### config.mk
export PLATFORM = sky130hd
export DESIGN_NAME = traffic_sensor_conditioner
export DESIGN_NICKNAME = d
export VERILOG_FILES = /design/src/rtl/tl_pkg.sv /design/src/rtl/sensor_channel.sv /design/src/rtl/traffic_sensor_conditioner.sv
export SDC_FILE = /design/constraint.sdc
export NUM_CORES = 1
export LEC_CHECK = 0
export ABC_AREA = 1
export ABC_CLOCK_PERIOD_IN_PS = 1650
export CAP_MARGIN = 30
export CORE_MARGIN = 5
export CORE_UTILIZATION = 57
export CTS_CLUSTER_DIAMETER = 100
export DETAILED_ROUTE_END_ITERATION = 6
export DONT_BUFFER_PORTS = 1
export PLACE_DENSITY = 0.75
export SLEW_MARGIN = 10
export SYNTH_ARGS = -nofsm -noshare
export SYNTH_HDL_FRONTEND = slang
export SYNTH_HIERARCHICAL = 1
export SYNTH_SLANG_ARGS = --single-unit
### constraint.sdc
create_clock -name clk -period 1.65 [get_ports clk]
set_input_delay 0.2475 -clock clk [delete_from_list [all_inputs] [get_ports clk]]
set_output_delay 0.2475 -clock clk [all_outputs]
set_load 0.05 [all_outputs]
### src/rtl/tl_pkg.sv
// Shared definitions for the traffic-light subsystem.
// Contents:
//   sns_state_t  - state encoding of one sensor conditioning channel
//   lc_state_t   - state encoding used by the downstream light controller
//   *_DEF        - default timing constants for the sensor conditioner
//   max_int      - returns the larger of two integers
//   width_for    - returns the bits needed to hold 0..maxval (never below 1)
package tl_pkg;

    typedef enum logic [2:0] {
        SNS_IDLE    = 3'd0,
        SNS_CONFIRM = 3'd1,
        SNS_PRESENT = 3'd2,
        SNS_EXTEND  = 3'd3,
        SNS_FORCED  = 3'd4
    } sns_state_t;

    typedef enum logic [1:0] {
        LC_A_GREEN  = 2'd0,
        LC_A_YELLOW = 2'd1,
        LC_B_GREEN  = 2'd2,
        LC_B_YELLOW = 2'd3
    } lc_state_t;

    localparam int TICK_DIV_DEF = 1000;
    localparam int DEBOUNCE_DEF = 4;
    localparam int HOLD_DEF     = 3;
    localparam int MAXPRES_DEF  = 60;

    function automatic int max_int(input int a, input int b);
        return (a > b) ? a : b;
    endfunction

    // A zero-valued maximum still needs one bit so that no vector collapses.
    function automatic int width_for(input int maxval);
        int w;
        w = $clog2(maxval + 1);
        return (w < 1) ? 1 : w;
    endfunction

endpackage

### src/rtl/sensor_channel.sv
// One loop-detector conditioning channel.
// Ports:
//   clk     - system clock
//   rst     - synchronous active-high reset
//   tick    - one-cycle timing pulse from the shared prescaler
//   det     - raw asynchronous loop detector input
//   present - registered conditioned presence
//   forced  - registered flag: presence suppressed after MAXPRES ticks
// The detector is synchronised by two flops; the FSM then debounces the rise,
// stretches the fall by HOLD ticks, and drops a detector that stays high for
// MAXPRES ticks so that a stuck loop cannot starve the cross street.
module sensor_channel
    import tl_pkg::*;
#(
    parameter int DEBOUNCE = DEBOUNCE_DEF,
    parameter int HOLD     = HOLD_DEF,
    parameter int MAXPRES  = MAXPRES_DEF
) (
    input  logic clk,
    input  logic rst,
    input  logic tick,
    input  logic det,
    output logic present,
    output logic forced
);

    localparam int CW = width_for(max_int(DEBOUNCE, HOLD));
    localparam int PW = width_for(MAXPRES);

    localparam logic [CW-1:0] DEB_C    = CW'(DEBOUNCE);
    localparam logic [CW-1:0] HOLD_C   = CW'(HOLD);
    localparam logic [CW-1:0] CNT_ONE  = CW'(1);
    localparam logic [CW-1:0] CNT_MAX  = {CW{1'b1}};
    localparam logic [PW-1:0] PMAX_C   = PW'(MAXPRES);
    localparam logic [PW-1:0] PCNT_ONE = PW'(1);
    localparam logic [PW-1:0] PCNT_MAX = {PW{1'b1}};

    logic          sync_meta_r;
    logic          sync_r;
    sns_state_t    state_r;
    logic [CW-1:0] cnt_r;
    logic [PW-1:0] pcnt_r;
    logic          present_r;
    logic          forced_r;

    // Two-flop synchroniser for the asynchronous detector input.
    always_ff @(posedge clk) begin
        if (rst) begin
            sync_meta_r <= 1'b0;
            sync_r      <= 1'b0;
        end else begin
            sync_meta_r <= det;
            sync_r      <= sync_meta_r;
        end
    end

    // Channel FSM with counters and outputs registered from the current state.
    // A change of the synchronised input is tested before the tick, so a tick
    // that coincides with a transition is never counted.
    always_ff @(posedge clk) begin
        if (rst) begin
            state_r   <= SNS_IDLE;
            cnt_r     <= '0;
            pcnt_r    <= '0;
            present_r <= 1'b0;
            forced_r  <= 1'b0;
        end else begin
            present_r <= (state_r == SNS_PRESENT) || (state_r == SNS_EXTEND);
            forced_r  <= (state_r == SNS_FORCED);
            case (state_r)
                SNS_IDLE: begin
                    if (sync_r) begin
                        state_r <= SNS_CONFIRM;
                        cnt_r   <= '0;
                    end
                end
                SNS_CONFIRM: begin
                    if (!sync_r) begin
                        state_r <= SNS_IDLE;
                    end else if (cnt_r >= DEB_C) begin
                        state_r <= SNS_PRESENT;
                        pcnt_r  <= '0;
                    end else if (tick && (cnt_r != CNT_MAX)) begin
                        cnt_r <= cnt_r + CNT_ONE;
                    end
                end
                SNS_PRESENT: begin
                    if (!sync_r) begin
                        state_r <= SNS_EXTEND;
                        cnt_r   <= '0;
                    end else if (pcnt_r >= PMAX_C) begin
                        state_r <= SNS_FORCED;
                    end else if (tick && (pcnt_r != PCNT_MAX)) begin
                        pcnt_r <= pcnt_r + PCNT_ONE;
                    end
                end
                SNS_EXTEND: begin
                    // Returning to PRESENT keeps pcnt so a flickering detector
                    // cannot restart the maximum-presence budget.
                    if (sync_r) begin
                        state_r <= SNS_PRESENT;
                    end else if (cnt_r >= HOLD_C) begin
                        state_r <= SNS_IDLE;
                    end else if (tick && (cnt_r != CNT_MAX)) begin
                        cnt_r <= cnt_r + CNT_ONE;
                    end
                end
                SNS_FORCED: begin
                    if (!sync_r) begin
                        state_r <= SNS_IDLE;
                    end
                end
                default: begin
                    state_r <= SNS_IDLE;
                end
            endcase
        end
    end

    assign present = present_r;
    assign forced  = forced_r;

endmodule

### src/rtl/traffic_sensor_conditioner.sv
// Conditions the two raw loop detectors feeding the traffic-light controller.
// Ports:
//   clk      - system clock
//   rst      - synchronous active-high reset
//   det_a    - raw asynchronous loop detector, street A
//   det_b    - raw asynchronous loop detector, street B
//   Ta, Tb   - registered conditioned traffic presence for streets A and B
//   force_a  - street A presence suppressed by the maximum-presence limit
//   force_b  - street B presence suppressed by the maximum-presence limit
// A shared prescaler generates the timing tick; each street has its own
// sensor_channel instance.
module traffic_sensor_conditioner
    import tl_pkg::*;
#(
    parameter int TICK_DIV = TICK_DIV_DEF,
    parameter int DEBOUNCE = DEBOUNCE_DEF,
    parameter int HOLD     = HOLD_DEF,
    parameter int MAXPRES  = MAXPRES_DEF
) (
    input  logic clk,
    input  logic rst,
    input  logic det_a,
    input  logic det_b,
    output logic Ta,
    output logic Tb,
    output logic force_a,
    output logic force_b
);

    localparam int DW = width_for(TICK_DIV - 1);
    localparam logic [DW-1:0] DIV_LAST = DW'(TICK_DIV - 1);
    localparam logic [DW-1:0] DIV_ONE  = DW'(1);

    logic [DW-1:0] div_r;
    logic          tick_s;

    // Prescaler counting 0..TICK_DIV-1 and wrapping.
    always_ff @(posedge clk) begin
        if (rst) begin
            div_r <= '0;
        end else if (div_r == DIV_LAST) begin
            div_r <= '0;
        end else begin
            div_r <= div_r + DIV_ONE;
        end
    end

    assign tick_s = (div_r == DIV_LAST);

    sensor_channel #(
        .DEBOUNCE (DEBOUNCE),
        .HOLD     (HOLD),
        .MAXPRES  (MAXPRES)
    ) u_chan_a (
        .clk     (clk),
        .rst     (rst),
        .tick    (tick_s),
        .det     (det_a),
        .present (Ta),
        .forced  (force_a)
    );

    sensor_channel #(
        .DEBOUNCE (DEBOUNCE),
        .HOLD     (HOLD),
        .MAXPRES  (MAXPRES)
    ) u_chan_b (
        .clk     (clk),
        .rst     (rst),
        .tick    (tick_s),
        .det     (det_b),
        .present (Tb),
        .forced  (force_b)
    );

endmodule

* Yosys cells after proc, flatten, opt, wreduce, memory -nomap -nowiden
Cells that the tools add are included.
Storage, ports and cells: flip-flop bits (word level) 42
Operators by class: eq/ne operators 41, add/subtract/negate cells 5, order comparisons 6, reduce and logical (&&, ||, !) cells 19, mux-type cells 44
Operator list (number):
- $mux W3 | 28
- $mux W6 | 10
- $pmux W3 S5 | 2
- $ne A2 B2 Y1 const B | 14
- $pmux W3 S4 | 2
- $pmux W6 S2 | 2
- $ne A3 B3 Y1 const B | 6
- $ne A2 B1 Y1 const B | 8
- $reduce_and A7 Y1 | 2
- $add A6 B1 Y6 const B | 2
- $eq A3 B2 Y1 const B | 4
- $ge A6 B6 Y1 const B | 2
- $ne A6 B6 Y1 const B | 2
- $reduce_and A6 Y1 | 2
- $add A10 B1 Y10 const B | 1
- $eq A10 B10 Y1 const B | 1
- $reduce_and A5 Y1 | 2
- $reduce_bool A4 Y1 | 2
- $add A3 B1 Y3 const B | 2
- $eq A3 B1 Y1 const B | 2
- $eq A3 B3 Y1 const B | 2
- $ge A3 B2 Y1 const B | 2
- $ge A3 B3 Y1 const B | 2
- $logic_not A3 Y1 | 2
- other kinds (5) | 11

* Depth between registers and ports, before layout
Gate-level depths: netlist of run 1.
depth in word-level cells 6, gate-level depth with buffers 12

* Modules after synthesis
The synthesis of run 1 kept the hierarchy.
By module, submodules not included:
- sensor_channel | area each 1056.0 um^2, times used 2, cells each 162
- traffic_sensor_conditioner | area each 495.5 um^2, times used 1, cells each 66

* Worst setup path before layout of run 1
No wires, ideal clock.
path kind reg-to-reg, start register div_r[0], end register u_chan_a.pcnt_r[1], path buffers 0, clock period less this slack 1.562 ns, stages on the path, launching flop included 9, path slack 0.088 ns, arrival 1.446 ns, cells stage by stage dfxtp_1 > ha_1 > inv_1 > nor3_1 > o21ai_0 > nand2_1 > nand3_4 > o21ai_0 > nor2_1
On the way: longest elaborated chain between the ends 4
Ends and longest elaborated chain:
- start: declaration | RTL line traffic_sensor_conditioner.sv:34 | logic [DW-1:0] div_r;
- start signal: assignment | RTL line traffic_sensor_conditioner.sv:44 | div_r <= div_r + DIV_ONE;
- $eq A10 B10 Y1 | RTL line traffic_sensor_conditioner.sv:48 | assign tick_s = (div_r == DIV_LAST);
- via tick_s | RTL line traffic_sensor_conditioner.sv:35 | logic tick_s;
- $logic_and A1 B1 Y1 | RTL line sensor_channel.sv:93 | end else if (tick && (pcnt_r != PCNT_MAX)) begin
- $ne A2 B2 Y1 (no source line)
- $reduce_and A6 Y1 (no source line)
- end signal: assignment | RTL line sensor_channel.sv:94 | pcnt_r <= pcnt_r + PCNT_ONE;
- end: declaration | RTL line sensor_channel.sv:42 | logic [PW-1:0] pcnt_r;
The timed path passes the listed nets, and every way through them passes these cells. A chain may end at the register's enable or synchronous reset.

* Final worst setup path of run 1
start register div_r[6], end register u_chan_a.cnt_r[0]
On the way: longest elaborated chain between the ends 6
Ends and longest elaborated chain:
- $eq A10 B10 Y1 (*) | RTL line traffic_sensor_conditioner.sv:48
- via tick_s | RTL line traffic_sensor_conditioner.sv:35
- $logic_and A1 B1 Y1 (*) | RTL line sensor_channel.sv:83, sensor_channel.sv:104
- $mux W3 (*)
- $mux W3, on equally long branches (2 in a row)
- $pmux W3 S4 (*)
- end signal: assignment | RTL line sensor_channel.sv:84 | cnt_r <= cnt_r + CNT_ONE;
- end signal: assignment | RTL line sensor_channel.sv:105 | cnt_r <= cnt_r + CNT_ONE;
- end: declaration | RTL line sensor_channel.sv:41 | logic [CW-1:0] cnt_r;
Mark *: on every way through the listed nets, which the timed path passes. The rest lies on a longest branch. The select of a mux whose other input is x is not followed.

==> flow_summary.ini, run 1 <==
[cells_and_area]
final_common_cell = nand2_1
area_growth_syn_to_layout_pct = 9.69
finish.instance_area_um2 = 2860
mostFrequentLayoutCells = 75 x nand2_1, 72 x nor2_1, 56 x inv_1
antenna_cells = 0
multi_input_area_um2 = 1500
drive_above_1_share_pct = 17.9
layout.cells.non_filler = 459
register_area_um2 = 846
fin_nets = 420
fillCellCount = 393

[pwr]
leakagePower_nw = 1.30
clock_power_share_pct = 20.9
seqPwrFrac_pct = 44.4
vdd_ir_drop_max_uv = 600
intPower_mw = 1.94
cellPowerDensity_nw_per_um2 = 1130
p_sw_mw = 1.30
swShare_pct = 40.1
combPwrFrac_pct = 34.7

[placement]
hpwl_um = 3660
port_buffers = 0
gp_congestion = 0.877
dp.cells = 444
dpl_cell_area_um2 = 2670

[sta]
report.final.hold_viol_count = 0
max_clock_freq_mhz = 623
worst_clock_skew_ns = 0.00514
setup_viol = 0
relSlewSlack_pct = 68.4
worst_pin_slew_ns = 0.474
timing.final.max_slew_violations = 0
rsz0062_at_grt = yes
period_share_pct = 97.3
fin_crit_ns = 1.61

[setup_path]
crit_chain = nand2_2 > inv_2 > nand4_1 > nor3_2 > buf_4 > nand2_1 > nand2_1 > nand2_2 > nor2_4 > buf_4 > nand4_1 > nand2_1 > nor2_1
crit_fanout = 4
crit_slowest_cell = dfxtp_2
crit_required_ns = 1.85
worstSetupEndpointType = flop
cp.arrival_ns = 1.80
crit_path_start_kind = flop
rr_startpoint = div_r[6]$_SDFF_PP0_
cp_slowest_stage_delay_ns = 0.35
path_class = reg2reg
path_common_cell = nand2_1
cp-startpoint = div_r[6]$_SDFF_PP0_
r2r_cells = 13

[logic_synthesis]
seq_area_frac_synth_pct = 32.2
syn-instance-count = 390
synth_flop_cell = dfxtp_1
synthArstFlopShare_pct = 0
synth_edf_count = 0
syn-num-nets = 404
yosysWarnings = 6
avgSynthCellArea_um2 = 6.69
ys_types = 28
synthesis.area_um2 = 2610
ys_seq_elements = 42
yosysTopAreaCell = dfxtp_1
ys_top_cells_by_area = dfxtp_1 32%, nand2_1 12%, nor2_1 11%, inv_1 8.2%, ha_1 4.8%
synth_top_area_share_pct = 32.2

[worst_hold_path]
min_from = rst
hold_class = in2reg
hold-path-cell-count = 1

[global_routing]
grt_pass1_vias = 2108
grt_use_total_pct = 17.4
antenna_found_initial = 0
grtUsageMet2_pct = 28.0
met1_usage_pct = 23.3
grt_use_met3_pct = 4.28
grt.busiest_layer = met2
grt_overflow = 0
grt_pass1_wl_um = 8910
grt_max_degree = 14

[routing]
drc = 0
postRouteAntennaNets = 0
wl_per_cell_um = 11.2
dr.first_iter.drc_count = 80
wl_um = 5140
drt_first_pass_iters = 4
vias_per_cell = 5.13
routed-via-count = 2353

[die]
core_um2 = 4380
boundaryPins = 8
die_w_um = 77.6
rows = 24
dieHeight_um = 77.6
die-area_um2 = 6030
start_util_pct = 59.5

[clock_tree]
cts_buffer_depth = 2
path_clk_slew_ns = 0.08
htree_levels = 2
clock_latency_ns = 0.29
cts_sinks = 42
cts_tree = built
cts-root-buf = clkbuf_8
numCtsBuffers = 5

[job]
max_cap_violations = 0

[status]
outcome = finished, final reports clean
==> per-layer routing <==
metal | share of wire (%) | up-vias
met5 | 0 | -
met4 | 1.4 | 0
met3 | 4.1 | 8
met2 | 45 | 49
met1 | 49 | 1040
li1 | - | 1256
==> cells by family after synthesis <==
family	after synthesis	share of synthesized area, %
AND/OR/NAND/NOR	227	42.3
adder cells (fa/ha/maj)	10	4.80
buffers and inverters	69	11.9
AO/OA/AOI/OAI	38	7.49
flip-flops	42	32.2
XOR/XNOR	4	1.34
==> worst max-delay path: cells and delay by family, from the launching register on <==
family                 cells  cell delay [ns]
buffers and inverters      3             0.34
DFF                        1             0.35
and+or+nand+nor           10             0.80
==> registers in the layout (all words and copies together), names as in the netlist <==
register	flops
div_r	10
u_chan_a/pcnt_r	6
u_chan_b/pcnt_r	6
u_chan_a/cnt_r	3
u_chan_a/state_r	3
u_chan_b/cnt_r	3
u_chan_b/state_r	3
u_chan_a/forced	1
u_chan_a/present	1
u_chan_a/sync_meta_r	1
u_chan_a/sync_r	1
u_chan_b/forced	1
u_chan_b/present	1
u_chan_b/sync_meta_r	1
u_chan_b/sync_r	1
==> power groups by stage <==
| stage | registers (mW) | clock network [mW] | logic [mW] |
|---|---|---|---|
| floorplan | 1.38 | 0 | 0.983 |
| global placement | 1.45 | 0 | 1.01 |
| detailed placement | 1.45 | 0 | 1.04 |
| CTS | 1.43 | 0.703 | 1.05 |
| global route | 1.46 | 0.747 | 1.29 |
| finish | 1.44 | 0.677 | 1.12 |
==> path summary, 6_finish.rpt <==
kind	slack, ns	to
worst min register to register	0.41	u_chan_b/sync_r$_SDFF_PP0_
worst max-delay path	0.04	u_chan_a/cnt_r[0]$_SDFFE_PP0P_
worst max register to register	0.04	u_chan_a/cnt_r[0]$_SDFFE_PP0P_
worst min-delay path	0.01	u_chan_b/present$_SDFF_PP0_
==> cell usage after synthesis, drive strengths merged, types with 5 or more instances <==
cell type and instances:
nor2 82, inv 59, nand3 31, ha 10, o21ai 14, buf 8
a21oi 22, nand2 92, nand4 11, dfxtp 42, nor3 5
==> per-stage QoR <==
step           worst slack [ns]  total power, mW  setup TNS [ns]  hold WS [ns]  utilization [%]
3_5_place_dp             0.0330             2.49               0         0.322             60.9
2_1_floorplan            0.0878             2.36               0         0.317                -
4_1_cts                  0.0280             3.18               0       0.00509             63.0
5_1_grt                  -0.114             3.49           -1.17      0.000402             65.2
3_3_place_gp             0.0750             2.46               0         0.321             60.9
6_report                 0.0439             3.24               0        0.0125             65.2
==> timing repair <==
action | CTS | global route
setup endpoints to repair | 0 | 18
resized for setup | 0 | 26
hold buffers | 0 | 1
hold endpoints to repair | 0 | 3
setup buffers | 0 | 6
==> layout make-up <==
| class | instances | area share (%) |
|---|---|---|
| inverters | 61 | 8.14 |
| flip-flops and latches | 42 | 29.6 |
| multi-input cells | 279 | 52.3 |
| well taps | 52 | 2.27 |
| clock inverters | 1 | 0.175 |
| repair buffers | 17 | 4.55 |
| clock buffers | 7 | 3.02 |
No activity file was read; power rests on OpenSTA's default activity.
==> run 2, diff against run 1 <==
==> constraint.sdc (replaced) <==
create_clock -name clk -period 1.65 [get_ports clk]
set_input_delay 0.2475 -clock clk [delete_from_list [all_inputs] [get_ports clk]]
set_output_delay 0.2475 -clock clk [all_outputs]
set_load 0.005 [all_outputs]
==> results of run 2 <==
The final DEF is identical to that of run 1. Status: finished, final reports clean.
Main changes from that run: total power 3.24 mW -> 3.17 mW
==> run 3, diff against run 2 <==
--- a/config.mk
+++ b/config.mk
@@ -13,8 +13,9 @@
 export CTS_CLUSTER_DIAMETER = 100
 export DETAILED_ROUTE_END_ITERATION = 6
 export DONT_BUFFER_PORTS = 1
+export MAX_ROUTING_LAYER = met4
 export PLACE_DENSITY = 0.75
-export SLEW_MARGIN = 10
+export SLEW_MARGIN = 20
 export SYNTH_ARGS = -nofsm -noshare
 export SYNTH_HDL_FRONTEND = slang
 export SYNTH_HIERARCHICAL = 1
==> results of run 3 <==
The final DEF is identical to that of run 1. Status: finished, final reports clean.
Main changes from that run: final weighted congestion in routability-driven placement 0.877 -> 0.891; overall routing resource usage 17.4% -> 17.9%; total power 3.24 mW -> 3.17 mW
